## src/rtl/serdes_word_aligner.sv

```systemverilog
// -----------------------------------------------------------------------------
// serdes_word_aligner
//
// Receive front end for an 8b/10b link. It shifts in one line bit per enabled
// clock, hunts for the K28.5 comma (either running disparity) to find the
// 10-bit symbol boundary, and then emits aligned symbols to the decoder. The
// decoder's invalid-symbol flag comes back on err_in. ERR_MAX consecutive
// flagged symbols drop lock and restart the hunt.
//
// Ports
//   clk         rising-edge clock, one serial bit per enabled cycle
//   rst         asynchronous, active-low reset
//   enb         bit enable; 0 stalls everything and suppresses all pulses
//   serial_in   line bit; the first bit of a symbol lands in data10_out[9]
//   err_in      decoder invalid flag, one cycle after the decoder sees a word
//   data10_out  aligned 10-bit symbol (to decoder data10_in)
//   valid_out   pulse: data10_out was updated this cycle
//   comma_det   pulse: the word just emitted is a comma
//   realign     pulse: a comma moved the boundary while locked
//   locked      high while symbol alignment is established
// -----------------------------------------------------------------------------
module serdes_word_aligner #(
  parameter int unsigned ERR_MAX = 4,
  parameter logic [9:0]  COMMA_P = 10'b0011111010,
  parameter logic [9:0]  COMMA_N = 10'b1100000101
) (
  input  logic       clk,
  input  logic       rst,
  input  logic       enb,
  input  logic       serial_in,
  input  logic       err_in,
  output logic [9:0] data10_out,
  output logic       valid_out,
  output logic       comma_det,
  output logic       realign,
  output logic       locked
);

  typedef enum logic {
    HUNT = 1'b0,
    SYNC = 1'b1
  } state_t;

  localparam logic [3:0] ERR_MAX_C  = 4'(ERR_MAX);
  localparam logic [3:0] LAST_BIT   = 4'd9;

  state_t     state_q,   state_d;
  logic [8:0] sr_q,      sr_d;
  logic [3:0] bit_cnt_q, bit_cnt_d;
  logic [3:0] err_cnt_q, err_cnt_d;
  logic [9:0] data_q,    data_d;
  logic       valid_q,   valid_d;
  logic       comma_q,   comma_d;
  logic       realign_q, realign_d;
  logic       err_win_q, err_win_d;

  // Candidate symbol including the bit being sampled on this edge; every
  // comparison looks at it so a word is registered on its 10th-bit edge.
  logic [9:0] nxt;
  logic       is_comma;
  logic       at_boundary;
  logic       err_sample;
  logic [3:0] err_inc;
  logic       err_trip;

  assign nxt         = {sr_q, serial_in};
  assign is_comma    = (nxt == COMMA_P) || (nxt == COMMA_N);
  assign at_boundary = (bit_cnt_q == LAST_BIT);

  // The decoder registers the word for one cycle, so its verdict on a word is
  // on err_in during the cycle after valid_out. err_win_q marks that cycle.
  assign err_sample  = err_win_q && enb && (state_q == SYNC);
  assign err_inc     = (err_cnt_q == 4'hF) ? 4'hF : err_cnt_q + 4'd1;
  // A comma on the same edge wins over an error count.
  assign err_trip    = err_sample && err_in && !is_comma && (err_inc == ERR_MAX_C);

  // ---------------------------------------------------------------------------
  // State register
  // ---------------------------------------------------------------------------
  // NOTE: every flop here has a defined reset value, so a partial symbol and
  // any pending error window are discarded the instant rst falls.
  always_ff @(posedge clk or negedge rst) begin
    if (!rst) begin
      state_q   <= HUNT;
      sr_q      <= '0;
      bit_cnt_q <= '0;
      err_cnt_q <= '0;
      data_q    <= '0;
      valid_q   <= 1'b0;
      comma_q   <= 1'b0;
      realign_q <= 1'b0;
      err_win_q <= 1'b0;
    end else begin
      // NOTE: non-blocking assignments so every flop samples pre-edge values.
      state_q   <= state_d;
      sr_q      <= sr_d;
      bit_cnt_q <= bit_cnt_d;
      err_cnt_q <= err_cnt_d;
      data_q    <= data_d;
      valid_q   <= valid_d;
      comma_q   <= comma_d;
      realign_q <= realign_d;
      err_win_q <= err_win_d;
    end
  end

  // ---------------------------------------------------------------------------
  // Next-state logic
  // ---------------------------------------------------------------------------
  always_comb begin
    state_d = state_q;
    if (enb) begin
      unique case (state_q)
        HUNT: if (is_comma) state_d = SYNC;
        SYNC: if (err_trip) state_d = HUNT;
      endcase
    end
  end

  // ---------------------------------------------------------------------------
  // Datapath and output logic
  // ---------------------------------------------------------------------------
  always_comb begin
    // NOTE: defaults first (hold or idle) so no path leaves a signal unassigned
    // and no latch is inferred.
    sr_d      = sr_q;
    bit_cnt_d = bit_cnt_q;
    err_cnt_d = err_cnt_q;
    data_d    = data_q;
    valid_d   = 1'b0;
    comma_d   = 1'b0;
    realign_d = 1'b0;
    err_win_d = valid_q;

    if (enb) begin
      sr_d = nxt[8:0];
      unique case (state_q)
        HUNT: begin
          if (is_comma) begin
            data_d    = nxt;
            valid_d   = 1'b1;
            comma_d   = 1'b1;
            bit_cnt_d = '0;
            err_cnt_d = '0;
          end
        end
        SYNC: begin
          if (is_comma) begin
            // A comma always defines the boundary; off-boundary means slip.
            data_d    = nxt;
            valid_d   = 1'b1;
            comma_d   = 1'b1;
            realign_d = !at_boundary;
            bit_cnt_d = '0;
            err_cnt_d = '0;
          end else begin
            if (at_boundary) begin
              data_d    = nxt;
              valid_d   = 1'b1;
              bit_cnt_d = '0;
            end else begin
              bit_cnt_d = bit_cnt_q + 4'd1;
            end
            if (err_sample) begin
              if (!err_in) begin
                err_cnt_d = '0;
              end else if (err_trip) begin
                // Lock lost: a word emitted on this same edge still goes out.
                err_cnt_d = '0;
                bit_cnt_d = '0;
              end else begin
                err_cnt_d = err_inc;
              end
            end
          end
        end
      endcase
    end
  end

  assign data10_out = data_q;
  assign valid_out  = valid_q;
  assign comma_det  = comma_q;
  assign realign    = realign_q;
  assign locked     = (state_q == SYNC);

endmodule

```

## config.mk

```make
export PLATFORM = sky130hd
export DESIGN_NAME = serdes_word_aligner
export DESIGN_NICKNAME = d
export VERILOG_FILES = /design/src/rtl/serdes_word_aligner.sv
export SDC_FILE = /design/constraint.sdc
export NUM_CORES = 1
export LEC_CHECK = 0
export BUFFER_PORTS_ARGS = -buffer_cell sky130_fd_sc_hd__buf_2
export CAP_MARGIN = 40
export CORE_MARGIN = 1.5
export CORE_UTILIZATION = 55
export DETAILED_ROUTE_END_ITERATION = 10
export PLACE_DENSITY_LB_ADDON = 0.2
export SLEW_MARGIN = 20
export SYNTH_ARGS = -nofsm -noshare
export SYNTH_HDL_FRONTEND = slang
export SYNTH_SLANG_ARGS = --single-unit
```

## constraint.sdc

```tcl
create_clock -name clk -period 3.1 [get_ports clk]
set_input_delay 0.31 -clock clk [delete_from_list [all_inputs] [get_ports clk]]
set_output_delay 0.31 -clock clk [all_outputs]
set_load 0.1 [all_outputs]
```

; Word level (Yosys, flattened, before mapping)
; Cells that the tools add are included.
[word_totals]
inputBits = 5
output_inout_bits = 14
register_bits = 32
word_cells = 59
[op_classes]
n_eq_ne = 8
reduce_logical = 11
add_sub_neg = 2
mux = 28
bitwise_logic = 1
[op_table]
columns = op, n
row1 = $mux 4, 11
row2 = $mux 10, 3
row3 = $pmux 10 s2, 1
row4 = $pmux 4 s2, 2
row5 = $eq 10x10->1 const B, 1
row6 = $eq 10x8->1 const B, 1
row7 = $mux 1, 9
row8 = $add 4x1->4 const B, 2
row9 = $eq 4x4->1 const B, 2
row10 = $ne 3x1->1 const B, 2
row11 = $reduce_and 3->1, 2
row12 = $logic_and 1x1->1, 5
row13 = $eq 4x3->1 const B, 1
row14 = $pmux 1 s2, 2
row15 = $logic_not 1->1, 2
row16 = $ne 2x2->1 const B, 1
row17 = $reduce_and 2->1, 1
row18 = $logic_or 1x1->1, 1
row19 = $not 1->1, 1

; Depth between registers and ports, before layout
; Gate-level depths: netlist of the first run.
[depth]
ltp_word = 10
depth_mapped = 7
mapped_depth_nobuf = 7

; Worst setup path after synthesis of the first run
; Ideal clock, no wire load.
[synth_path]
kind = reg2reg
startpoint = register state_q, in the netlist locked
endpoint = register bit_cnt_q[2]
n_path_buf = 0
required_time_ps = 2968
synth_period_minus_slack_ps = 2098
arrival_time_ps = 1966
setup_time_ps = 132
path_stages_with_launch = 6
path_slack_ps = 1002
cell_sequence = dfrtp_1 > nand3_1 > nor4_1 > a21oi_1 > a21boi_0 > o211ai_1
[synth_via]
elab_chain_len = 9
elab_cells_between_ends = 12
classes_between = eq/ne: 1 / mux: 5 / bitwise: 1 / reduce/logical: 5
[synth_rtl]
columns = element, line
row1 = from (decl), 47  ; state_t state_q, state_d;
row2 = from (signal assigned), 95  ; state_q <= state_d;
row3 = $logic_and 1x1->1, 72  ; assign err_sample = err_win_q && enb && (state_q == SYNC);
row4 = $logic_and 1x1->1 (3 in series), 75  ; assign err_trip = err_sample && err_in && !is_comma && (err_inc == ERR_MAX_C);
row5 = $mux 4, 167  ; end else if (err_trip) begin
row6 = $mux 4, 165  ; if (!err_in) begin
row7 = $mux 4, 164  ; if (err_sample) begin
row8 = $mux 4, 148  ; if (is_comma) begin
row9 = $pmux 4 s2, 137  ; unique case (state_q)
row10 = to (signal assigned), 97  ; bit_cnt_q <= bit_cnt_d;
row11 = to (decl), 49  ; logic [3:0] bit_cnt_q, bit_cnt_d;
; Parallel ways exist; a longest one is shown, timed or not.
; A chain may end at the register's enable or synchronous reset.

; Worst setup path after layout of the first run
[layout_path]
startpoint = register sr_q[1]
endpoint = register data_q[9], in the netlist data10_out[9]
[layout_via]
elab_chain_len = 4
elab_cells_between_ends = 8
classes_between = eq/ne: 4 / mux: 2 / reduce/logical: 2
[layout_rtl]
columns = element, line
row1 = from (decl), 48  ; logic [8:0] sr_q, sr_d;
row2 = from (signal assigned), 96  ; sr_q <= sr_d;
row3 = $eq 10x8->1 / $eq 10x10->1 (equally long branches), 67  ; assign is_comma = (nxt == COMMA_P) || (nxt == COMMA_N);
row4 = $logic_or 1x1->1 (*), 67
row5 = $ne 3x1->1 (no source line) (tied with other cells), --
row6 = $reduce_and 3->1 (no source line) / $pmux 10 s2 (equally long branches), --
row7 = to (signal assigned), 99  ; data_q <= data_d;
row8 = to (decl), 51  ; logic [9:0] data_q, data_d;
; Every way passes the cells marked *; elsewhere a longest branch is shown, timed or not.

==> results of run 1 <==
cells by family after synthesis:
| kind of cell | count (synthesis) | synth area share [%] |
|---|---|---|
| flip-flops | 32 | 53.9 |
| buffers and inverters | 11 | 3.96 |
| multiplexers | 21 | 18.0 |
| XOR/XNOR | 2 | 1.18 |
| adder cells (fa/ha/maj) | 3 | 2.53 |
| AND/OR/NAND/NOR | 28 | 12.6 |
| AO/OA/AOI/OAI | 15 | 7.75 |
layout make-up:
cell class	instances	area [sq um]	share of cell area, %
flip-flops and latches	32	801	48.6
multi-input cells	69	626	37.9
repair buffers	18	90.1	5.46
clock buffers	7	65.1	3.95
well taps	30	37.5	2.28
inverters	8	30.0	1.82
cells in the mapped netlist:
library cell / number / share of area [%]
dfrtp_1: 32 / 54
mux2_2: 10 / 7.6
mux2_4: 9 / 9.1
inv_1: 8 / 2.0
nand2_1: 6 / 1.5
nand3_1: 5 / 1.7
o22ai_1: 5 / 2.1
ha_1: 3 / 2.5
nor2_1: 3 / 0.76
a21oi_1: 2 / 0.67
a31oi_1: 2 / 0.84
mux2i_1: 2 / 1.3
nand4b_1: 2 / 1.2
nor4_1: 2 / 0.84
o211ai_1: 2 / 1.0
xnor2_1: 2 / 1.2
a21boi_0: 1 / 0.51
and4bb_2: 1 / 0.84
buf_1: 1 / 0.25
buf_12: 1 / 1.3
buf_2: 1 / 0.34
nand2b_1: 1 / 0.42
nand3b_1: 1 / 0.51
nand4_1: 1 / 0.42
nand4bb_1: 1 / 0.76
nor2_4: 1 / 0.76
nor3_1: 1 / 0.34
nor4_4: 1 / 1.4
o221ai_1: 1 / 0.59
o22ai_4: 1 / 1.3
o32a_1: 1 / 0.67
or4_1: 1 / 0.51
or4b_1: 1 / 0.67
final timing paths:
check / from / end / slack [ns] / cells past startpoint
min in group clk: serial_in / data10_out[0]$_DFFE_PN0P_ / 0.25 / 2
max in group asynchronous: rst / data10_out[9]$_DFFE_PN0P_ / 2.64 / 1
setup / recovery: sr_q[1]$_DFFE_PN0P_ / data10_out[9]$_DFFE_PN0P_ / 0.98 / 5
setup reg to reg: sr_q[1]$_DFFE_PN0P_ / data10_out[9]$_DFFE_PN0P_ / 0.98 / 5
hold reg to reg: valid_out$_DFF_PN0_ / err_win_q$_DFF_PN0_ / 0.37 / 0
hold / removal: rst / err_cnt_q[1]$_DFFE_PN0P_ / 0.001 / 1
sequential cells by signal, indices dropped and copies added, names as in the netlist:
name,count
data10_out,10
realign,1
sr_q,9
bit_cnt_q,4
valid_out,1
err_cnt_q,4
locked,1
err_win_q,1
comma_det,1
power groups by stage:
stage | Combinational (mW) | Sequential (mW) | Clock (mW)
global placement | 0.335 | 0.581 | 0
floorplan | 0.176 | 0.678 | 0
finish | 0.340 | 0.578 | 0.265
global route | 0.367 | 0.593 | 0.293
detailed placement | 0.339 | 0.588 | 0
CTS | 0.343 | 0.578 | 0.275
per-layer routing:
| layer | track usage [%] | vias up |
|---|---|---|
| met5 | 0 | - |
| met4 | 8.54 | 0 |
| met3 | 8.06 | 3 |
| met2 | 31.3 | 19 |
| met1 | 25.3 | 489 |
| li1 | - | 456 |
==> impl_metrics.toml, run 1 <==
[drt]
vias = 967
antenna_left = 0
detail_route.wl_per_cell_um = 15.3
top_layer_used = "met4"
drt_iter0_markers = 14
drc = 0
dr.pass1.iters = 4
postRouteWirelength_um = 2520
wl_met3_um = 122
wl_met1_um = 1180
routed-wl-met2_um = 1180
avgViaCountPerCell = 5.90

[placement]
dp_hpwl_um = 1710
dp_cells = 157
dpl_worst_slack_ns = 0.971
io_buffers = 18
gp_congestion = 0.774
dpl-instance-area_sq_mm = 0.00158

[final_layout]
layout_common_cells = "dfrtp_1 (32), buf_2 (18), mux2_2 (10)"
layout_commonest_cell = "dfrtp_1"
post-route-util_pct = 65.4
antennaDiodeCount = 0
syn_to_final_growth_pct = 11.0
nets = 142
instances_no_fill = 164
fin_area_sq_mm = 0.00165
fillCellCount = 203
layout-drive-gt1-share_pct = 35.8

[sta]
finalHoldViolCount = 0
setup_viol = 0
setup_tns_ns = 0
period_needed_ns = 2.12
fin_hold_ws_ns = 0.00140
tightest_slew_ns = 0.683
drv_slew = 0
period_share_pct = 68.4
finClkSkew_ns = 0.0125
rsz0062_at_grt = "false"
layout_setup_ws_ns = 0.979
max_freq_mhz = 472
relSlewSlack_pct = 54.5

[run_status]
status = "completed"

[synthesis]
synth_seq_cells = 32
synth_cells = 112
postSynthAreaPerCell_sq_um = 13.3
synth_nets = 120
syn-cell-area_sq_mm = 0.00149
yosysSeqAreaShare_pct = 53.9
synth.distinct_cells = 33
yosys_warnings = 0

[power_and_ir_drop]
p_sw_share_pct = 36.9
finalPower_mw = 1.18
vdd_drop_max_mv = 0.568
p_int_uw = 746
pwr-share-clk_pct = 22.4
p_leak_nw = 0.803
p_switching_uw = 437
power.density_mw_per_mm2 = 717
p_seq_share_pct = 48.9
combPwrFrac_pct = 28.7

[hold_path]
hold_path_class = "primary input to asynchronous set/reset pin"

[critical_path]
path_buf_inv = 0
start_kind = "flop"
slowest_delay_ns = 0.44
path_max_fanout = 11
cp_cell_sequence = "nand4bb_1 > nor4_4 > nor2_4 > o22ai_4 > mux2_2"
critPathTopFamily = "simple AND/OR/NAND/NOR gates"
slowest_stage = "o22ai_4"
endpoint_kind = "flop"
critPathKind = "flop to flop"
cp.required_ns = 3.32
worstPathArrival_ns = 2.34

[global_route]
antenna_found_initial = 0
grt_pass1_wl_um = 4150
grt_max_degree = 33
gr-total-overflow = 0
grt_pass1_vias = 939
grt_usage_pct = 20.3

[floorplan]
fp.dieH_um = 55.0
die_w_um = 55.0
coreArea_sq_mm = 0.00252
io_pins = 19
initial_core_util_pct = 58.9
rows = 18
die_area_sq_mm = 0.00302

[clock_tree]
cts_sinks = 32
cts_made_buffers = 5
clk_pin_slew_ns = 0.10
tritoncts = "built"
clkLatencyLatePin_ns = 0.33
clock-root-buffer = "clkbuf_4"
htree_levels = 2
post_cts_buffers = 0
post_cts_resized = 0
ctsHoldBuffers = 0
clock_path_buffers = 2

[run]
drv_cap = 0
Power figures use the tool's default switching activity.
==> run 2: changes to the inputs <==
Clock period 3.1 ns to 2.2 ns, I/O delays scaled along.
==> impl_metrics.toml, run 2 (synthesis results as in run 1) <==
[run_status]
status = "completed"

[sta]
setup_viol = 0
tightest_slew_ns = 0.679
rsz0062_at_grt = "false"
period_needed_ns = 1.97
relSlewSlack_pct = 54.7
fin_hold_ws_ns = 0.156
max_freq_mhz = 507
period_share_pct = 89.6
finalHoldViolCount = 0
finClkSkew_ns = 0.00457
setup_tns_ns = 0
drv_slew = 0

[power_and_ir_drop]
finalPower_mw = 1.65
p_leak_nw = 0.810
power.density_mw_per_mm2 = 985
vdd_drop_max_mv = 0.685

[final_layout]
syn_to_final_growth_pct = 12.6
fillCellCount = 201
antennaDiodeCount = 0
post-route-util_pct = 66.3
layout_common_cells = "dfrtp_1 (32), buf_2 (18), mux2_2 (10)"
nets = 144
largest_reg_flops = 10
layout-drive-gt1-share_pct = 35.0
layout_commonest_cell = "dfrtp_1"

[placement]
io_buffers = 18
gp_congestion = 0.768
dp_hpwl_um = 1810

[clock_tree]
cts_sinks = 32
post_cts_resized = 0
tritoncts = "built"
clk_pin_slew_ns = 0.09
clock_path_buffers = 2
cts_made_buffers = 5
clock-root-buffer = "clkbuf_4"
htree_levels = 2
clkLatencyLatePin_ns = 0.33

[floorplan]
coreArea_sq_mm = 0.00252
io_pins = 19
initial_core_util_pct = 58.9
rows = 18
die_area_sq_mm = 0.00302
fp.dieH_um = 55.0
die_w_um = 55.0

[drt]
postRouteWirelength_um = 2630
dr.pass1.iters = 4
drt_iter0_markers = 29
drc = 0
detail_route.wl_per_cell_um = 15.7
avgViaCountPerCell = 6.02
antenna_left = 0
vias = 1005

[global_route]
grt_max_degree = 33
grt_pass1_vias = 950
gr-total-overflow = 0
grt_usage_pct = 20.4
grt_pass1_wl_um = 4070
antenna_found_initial = 0

[hold_path]
hold_path_class = "primary input to flop"

[critical_path]
endpoint_kind = "flop"
path_buf_inv = 1
path_max_fanout = 11
critPathTopFamily = "simple AND/OR/NAND/NOR gates"
critPathKind = "flop to flop"
slowest_stage = "dfrtp_1"
worstPathArrival_ns = 2.19
slowest_delay_ns = 0.42
cp_cell_sequence = "nand4bb_1 > nor4_4 > nor2_4 > o22ai_4 > buf_12 > mux2_2"
cp.required_ns = 2.42
start_kind = "flop"

[run]
drv_cap = 0
-- run 2: worst register-to-register path, stage by stage (launching register included) --
cell	delay (ns)
dfrtp_1	0.42
nand4bb_1	0.24
nor4_4	0.39
nor2_4	0.12
o22ai_4	0.18
buf_12	0.17
mux2_2	0.33
-- run 2: power breakdown --
group	switching, mW	internal, mW
Clock	0.187	0.157
Combinational	0.308	0.179
Sequential	0.124	0.693
Total	0.619	1.03
-- run 2: metrics by stage --
stage,std cells,setup slack (ns),instance area (sq um)
floorplan,112,0.102,1490
global placement,158,0.282,1600
detailed placement,158,0.221,1600
CTS,167,0.204,1670
global route,167,0.0977,1670
finish,167,0.228,1670
-- run 2: area by class of cell --
class	instances	area, sq um	area share, %
timing repair buffer	20	120	7.18
tap	30	37.5	2.24
sequential	32	801	47.9
clock buffer	8	58.8	3.52
inverter	8	30.0	1.80
multi-input combinational	69	626	37.4
-- run 2: final timing paths --
| kind | to | cells after the start | startpoint | slack, ns |
|---|---|---|---|---|
| min in group asynchronous | err_cnt_q[0]$_DFFE_PN0P_ | 2 | rst | 0.45 |
| max in group asynchronous | bit_cnt_q[1]$_DFFE_PN0P_ | 2 | rst | 1.31 |
| worst min-delay path | data10_out[0]$_DFFE_PN0P_ | 2 | serial_in | 0.16 |
| worst max-delay path | data10_out[9]$_DFFE_PN0P_ | 6 | sr_q[1]$_DFFE_PN0P_ | 0.23 |
| worst max register to register | data10_out[9]$_DFFE_PN0P_ | 6 | sr_q[1]$_DFFE_PN0P_ | 0.23 |
| worst min register to register | err_win_q$_DFF_PN0_ | 0 | valid_out$_DFF_PN0_ | 0.38 |
-- run 2: timing repair --
item,4_1_cts,5_1_grt
hold buffers,1,0
setup buffers,0,0
hold endpoints to repair,32,0
-- run 2: per-layer routing --
metal  track usage, %  share of wire (%)
met5                0                  0
met4             13.4                1.7
met3             5.65                5.8
met2             33.9                 51
met1             22.7                 41
